<file path="src/rtl/sparse_tree_sum_pipe.sv">
// Carry-select sum stage of the pipelined sparse-tree adder: consumes the
// per-4-bit block carries and produces sum, carry_out and signed overflow.
module sparse_tree_sum_pipe #(
    parameter int N_BIT = 32
) (
    input  logic               clk,
    input  logic               rst_n,
    input  logic               in_valid,
    output logic               in_ready,
    input  logic [N_BIT-1:0]   operand_1,
    input  logic [N_BIT-1:0]   operand_2,
    input  logic               carry_in,
    input  logic [N_BIT/4-1:0] carries,
    output logic               out_valid,
    input  logic               out_ready,
    output logic [N_BIT-1:0]   sum,
    output logic               carry_out,
    output logic               overflow
);

    localparam int NB = N_BIT / 4;

    if ((N_BIT % 4 != 0) || (N_BIT < 8)) begin : g_bad_width
        $error("sparse_tree_sum_pipe: N_BIT must be a multiple of 4 and >= 8");
    end

    // Handshake: a beat transfers on any rising edge where valid && ready.
    // Producers hold valid and data until the transfer; ready may depend
    // combinationally on the downstream ready but never on valid.
    logic             s1_valid;
    logic [N_BIT-1:0] s1_a;
    logic [N_BIT-1:0] s1_b;
    logic             s1_cin;
    logic [NB-1:0]    s1_carries;
    logic             s2_valid;
    logic             s1_load;
    logic             s2_adv;

    assign s2_adv   = s1_valid && (!s2_valid || out_ready);
    assign in_ready = !s1_valid || s2_adv;
    assign s1_load  = in_valid && in_ready;
    assign out_valid = s2_valid;

    always_ff @(posedge clk or negedge rst_n) begin
        if (!rst_n) begin
            s1_valid   <= 1'b0;
            s1_a       <= '0;
            s1_b       <= '0;
            s1_cin     <= 1'b0;
            s1_carries <= '0;
        end else begin
            if (s1_load) begin
                s1_valid   <= 1'b1;
                s1_a       <= operand_1;
                s1_b       <= operand_2;
                s1_cin     <= carry_in;
                s1_carries <= carries;
            end else if (s2_adv) begin
                s1_valid <= 1'b0;
            end
        end
    end

    // Each block precomputes both carry-in outcomes and the trusted block
    // carry picks one; carries are never cross-checked against the operands.
    logic [N_BIT-1:0] sum_d;
    logic             overflow_d;

    for (genvar j = 0; j < NB; j++) begin : g_blk
        logic       blk_cin;
        logic [3:0] a_blk;
        logic [3:0] b_blk;
        logic [3:0] sum0;
        logic [3:0] sum1;

        if (j == 0) begin : g_first
            assign blk_cin = s1_cin;
        end else begin : g_rest
            assign blk_cin = s1_carries[j-1];
        end

        assign a_blk = s1_a[4*j +: 4];
        assign b_blk = s1_b[4*j +: 4];
        assign sum0  = a_blk + b_blk;
        assign sum1  = a_blk + b_blk + 4'd1;
        assign sum_d[4*j +: 4] = blk_cin ? sum1 : sum0;
    end

    assign overflow_d = (s1_a[N_BIT-1] == s1_b[N_BIT-1]) &&
                        (sum_d[N_BIT-1] != s1_a[N_BIT-1]);

    always_ff @(posedge clk or negedge rst_n) begin
        if (!rst_n) begin
            s2_valid  <= 1'b0;
            sum       <= '0;
            carry_out <= 1'b0;
            overflow  <= 1'b0;
        end else begin
            if (s2_adv) begin
                s2_valid  <= 1'b1;
                sum       <= sum_d;
                carry_out <= s1_carries[NB-1];
                overflow  <= overflow_d;
            end else if (out_ready) begin
                s2_valid <= 1'b0;
            end
        end
    end

endmodule

</file>
<file path="config.mk">
export PLATFORM = sky130hd
export DESIGN_NAME = sparse_tree_sum_pipe
export DESIGN_NICKNAME = d
export VERILOG_FILES = /design/src/rtl/sparse_tree_sum_pipe.sv
export SDC_FILE = /design/constraint.sdc
export NUM_CORES = 1
export LEC_CHECK = 0
export ABC_AREA = 1
export CAP_MARGIN = 20
export CORE_ASPECT_RATIO = 0.8
export CORE_MARGIN = 4
export CORE_UTILIZATION = 52
export CTS_BUF_LIST = sky130_fd_sc_hd__clkbuf_16
export DETAILED_ROUTE_END_ITERATION = 10
export GPL_ROUTABILITY_DRIVEN = 0
export PLACE_DENSITY = 0.88
export RECOVER_POWER = 100
export SETUP_SLACK_MARGIN = 0.2
export SYNTH_ARGS = -nofsm -noshare
export SYNTH_HDL_FRONTEND = slang
export SYNTH_SLANG_ARGS = --single-unit
</file>
<file path="constraint.sdc">
create_clock -name clk -period 2.4 [get_ports clk]
set_input_delay 0.48 -clock clk [delete_from_list [all_inputs] [get_ports clk]]
set_output_delay 0.48 -clock clk [all_outputs]
set_load 0.01 [all_outputs]
</file>
* Yosys cells after proc, flatten, opt, wreduce, memory -nomap -nowiden
Cells that the tools add are included.
Storage, ports and cells: flip-flop bits (word level) 109, output and inout port bits 36
Operators by class: add/subtract/negate cells 16, equality and inequality tests 2, mux-type cells 12, reductions and logical operators 9
Operators with widths (number):
- 4-bit by 1-bit adder with 4-bit output (second input constant) | 8
- 4-bit adder | 8
- 4-bit two-way mux | 8
- 1-bit two-way mux | 4
- 2-bit nonzero test | 2
- 1-bit logical AND | 3
- 1-bit zero test | 2
- 1-bit logical OR | 2
- 1-bit == test | 1
- 1-bit != test | 1

* Longest topological paths before layout
depth after elaboration 6, depth in mapped cells 12, depth with buffers taken out 12

* Worst setup path before layout
No wires, ideal clock.
path type flip-flop to flip-flop, start register s1_a[28], end register overflow, library setup time 0.113 ns, data arrival time 1.659 ns, slack 0.629 ns, stages on the path, launching flop included 11, buffers on the path 0, clock period less this slack 1.771 ns, cells stage by stage dfrtp_1 > ha_1 > fa_1 > inv_1 > nor2_1 > nand2_1 > nand3b_1 > nand3_1 > nand3_1 > nand2_1 > inv_1
On the way: longest elaborated chain between the ends 5
Ends and longest elaborated chain:
- start: declaration | RTL line 31 | logic [N_BIT-1:0] s1_a;
- start signal: assignment | RTL line 54 | s1_a <= operand_1;
- 4-bit adder * | RTL line 84, 85
- 4-bit by 1-bit adder with 4-bit output | RTL line 85 | assign sum1 = a_blk + b_blk + 4'd1;
- 4-bit two-way mux * | RTL line 86 | assign sum_d[4*j +: 4] = blk_cin ? sum1 : sum0;
- 1-bit != test * | RTL line 90 | (sum_d[N_BIT-1] != s1_a[N_BIT-1]);
- 1-bit logical AND * | RTL line 89 | assign overflow_d = (s1_a[N_BIT-1] == s1_b[N_BIT-1]) &&
- end signal: assignment | RTL line 103 | overflow <= overflow_d;
- end: declaration | RTL line 18 | output logic overflow
Mark *: on every way between the ends. The rest lies on a longest branch, timed or not. A chain may end at the register's enable or synchronous reset.

* Final worst setup path
start input port out_ready, end output port in_ready
On the way: longest elaborated chain between the ends 3
Ends and longest elaborated chain:
- start: declaration | RTL line 15 | input logic out_ready,
- 1-bit logical OR | RTL line 39 | assign s2_adv = s1_valid && (!s2_valid || out_ready);
- 1-bit logical AND | RTL line 39
- 1-bit logical OR | RTL line 40 | assign in_ready = !s1_valid || s2_adv;
- end: declaration | RTL line 9 | output logic in_ready,
No other way between the ends.

==> flow_summary.yaml <==
run_status:
  status: "finished, final reports clean"
synth:
  netlist_instances: 511
  mappedNetlistArea_mm2: 0.00568
  synthesis.nets: 628
  synth_top_area_frac: 0.480
  ys_warn_count: 0
  post_synth_num_cell_types: 25
  synth_enable_flop_cells: 0
  synth_area_leaders: "sky130_fd_sc_hd__dfrtp_1 (48%), sky130_fd_sc_hd__mux2_4 (9.3%), sky130_fd_sc_hd__nand2_1 (9.1%)"
  yosysSeqAreaShare: 0.480
  postSynthRegisterBits: 109
  synth_area_per_cell_um2: 11.1
  synth_top_flop_cell: "sky130_fd_sc_hd__dfrtp_1"
  async_set_or_reset_flop_fraction_in_the_synthesized_netlist: 1.00
  synth.largest_area_cell: "sky130_fd_sc_hd__dfrtp_1"
  synth_commonest_cells: "sky130_fd_sc_hd__nand2_1 (138), sky130_fd_sc_hd__dfrtp_1 (109), sky130_fd_sc_hd__mux2_2 (36)"
  synthMostInstantiatedCell: "sky130_fd_sc_hd__nand2_1"
sta:
  rsz_0062_raised_after_global_routing: "false"
  period_minus_slack_ps: 2190
  setup-violations-final: 0
  total_negative_setup_slack_ps: 0
  max_freq_mhz: 456
  finalWorstSetupSlack_ps: 207
  whs_ps: 471
  max-slew-margin-rel: 0.0114
  post-route-period-util: 0.914
  finalClockSkew_ps: 10.6
  final-max-slew-violation-count: 0
  worst_pin_slew_ps: 1480
  finalHoldViolCount: 0
critical_path:
  cp_required_ps: 1920
  path_class: "input port to output pin"
  critPathLaunchType: "input port"
  crit_arrival_ps: 1710
  worst_setup_path_end_kind: "output pin"
  worstPathMaxFanout: 3
  reg2reg_setup_slack_ps: 410
clock_tree:
  clk_transition_reported_paths_ps: 70
  clockRootBuffer: "sky130_fd_sc_hd__clkbuf_16"
  clock_insertion_delay_worst_skew_ps: 340
  clock_sink_count: 109
  cts_tree: "done"
  numCtsBuffers: 9
  cts.repair_timing.setup_buffer_count: 0
  max-clock-path-buffers: 2
  ctsHtreeMaxLevel: 3
  hold_bufs_at_cts: 0
  cts-resized-gates: 0
global_routing:
  total_overflow_reported_by_the_global_router: 0
  number_of_global_route_vias_before_repair: 4194
  groute.usage.overall: 0.191
  grt_max_degree: 110
  antenna_found_initial: 0
  grt_first_pass_wirelength_mm: 19.6
layout:
  post-route-cell-area_mm2: 0.00703
  diodes: 0
  layout-drive-gt1-share: 0.105
  layout.area.seq_mm2: 0.00273
  syn2layout_area_growth_pct: 23.8
  finish.net_count: 741
  multi_input_area_mm2: 0.00254
  fillCellCount: 796
die:
  floorplan.initialDensity: 0.544
  fp.dieH_um: 101
  fp-row-count: 33
  die-area_mm2: 0.0127
  floorplan.core_area_mm2: 0.0104
  count_of_pins_on_the_block_boundary: 113
  die_w_um: 125
hold_path:
  hold_path_class: "flop to flop"
power:
  power.leakage_uw: 0.00323
  power_per_cell_area_mw_per_mm2: 949
  vdd.ir_drop.worst_v: 0.000481
drt:
  routed_wire_length_per_instance_um: 15.1
  drtAntennaViolNets: 0
  drt-pass1-iter-count: 4
  drc: 0
  final_routed_wirelength_across_all_metal_layers_mm: 11.6
  route.detailed.vias_per_inst: 5.09
  routed-via-count: 3913
  drtIter0Drc: 269
placement:
  post_dp_cell_area_mm2: 0.00690
  port_buffer_cells: 112
  hpwl_mm: 8.57
  preCtsSetupSlack_ps: 293
flow_run:
  timing.max_cap.violations: 0
==> worst max-delay path, cell delays in order <==
cell                              delay [ps]
sky130_fd_sc_hd__dlygate4sd3_1           520
sky130_fd_sc_hd__inv_1                    50
sky130_fd_sc_hd__nand3_1                 110
sky130_fd_sc_hd__clkdlybuf4s50_1         560
==> placed cells by master, fill, tap and decap left out, types with 7 or more instances in the layout <==
cell type                         netlist  final
sky130_fd_sc_hd__clkbuf_16              0      9
sky130_fd_sc_hd__nand2_1              138    139
sky130_fd_sc_hd__nor3_1                 7      7
sky130_fd_sc_hd__xnor2_1               29     29
sky130_fd_sc_hd__or2_2                  9      9
sky130_fd_sc_hd__ha_1                  32     32
sky130_fd_sc_hd__a21oi_1                9      9
sky130_fd_sc_hd__dlygate4sd3_1          0     36
sky130_fd_sc_hd__inv_1                 31     32
sky130_fd_sc_hd__mux2_1                 0     33
sky130_fd_sc_hd__nand3_1               19     20
sky130_fd_sc_hd__o21ai_0               24     24
sky130_fd_sc_hd__dfrtp_1              109    109
sky130_fd_sc_hd__fa_1                   8      8
sky130_fd_sc_hd__mux2_2                36     36
sky130_fd_sc_hd__clkdlybuf4s50_1        0     75
==> cells by family (layout without fill, tap and decap cells) <==
kind of cell               after synthesis  in the layout  synth area share
xor gates and xnor gates                30             30            0.0463
adders and majority gates               40             40            0.0987
muxes                                   71             71             0.164
and+or+nand+nor                        181            181             0.134
buffers and inverters                   46            164            0.0469
AOI/OAI and AO/OA                       34             34            0.0302
DFF                                    109            109             0.480
==> state kept, by name, indices dropped and copies added (netlist names) <==
signal         flops
out_valid          1
s1_a              32
s1_b              32
sum               32
g_blk.blk_cin      1
s1_valid           1
carry_out          1
overflow           1
s1_carries         8
==> where the power goes <==
| part | switching, µW | internal (µW) |
|---|---|---|
| registers | 365 | 2310 |
| clock network | 630 | 900 |
| logic | 1200 | 1260 |
| total | 2190 | 4480 |
==> metal layers <==
| metal | global-route usage | up-vias | share of wire |
|---|---|---|---|
| met2 | 0.345 | 106 | 0.52 |
| met5 | 0 | - | 0 |
| met4 | 0.0608 | 0 | 0.012 |
| li1 | - | 1898 | - |
| met1 | 0.224 | 1893 | 0.42 |
| met3 | 0.0554 | 16 | 0.054 |
==> metrics by stage <==
stage / std cells / utilization / power (µW)
2_1_floorplan: 511 / - / 4260
3_3_place_gp: 753 / 0.661 / 5230
3_5_place_dp: 753 / 0.661 / 5400
4_1_cts: 769 / 0.690 / 6970
5_1_grt: 769 / 0.673 / 7170
6_report: 769 / 0.673 / 6670
==> cell type report <==
type,instances,area share
clock inverter,7,0.0116
multi-input combinational,356,0.361
inverter,31,0.0165
timing repair buffer,117,0.166
clock buffer,9,0.0320
tap,140,0.0249
sequential,109,0.388
==> final timing paths <==
check                         startpoint  cells past startpoint   endpoint
setup / recovery               out_ready                      4   in_ready
hold / removal             s1_carries[7]                      2  carry_out
setup reg to reg                s1_a[28]                     10   overflow
hold reg to reg            s1_carries[7]                      2  carry_out
max in group asynchronous          rst_n                      2   s1_b[21]
min in group asynchronous          rst_n                      2   s1_b[14]
Note: power is estimated with default switching activity, not from simulation.
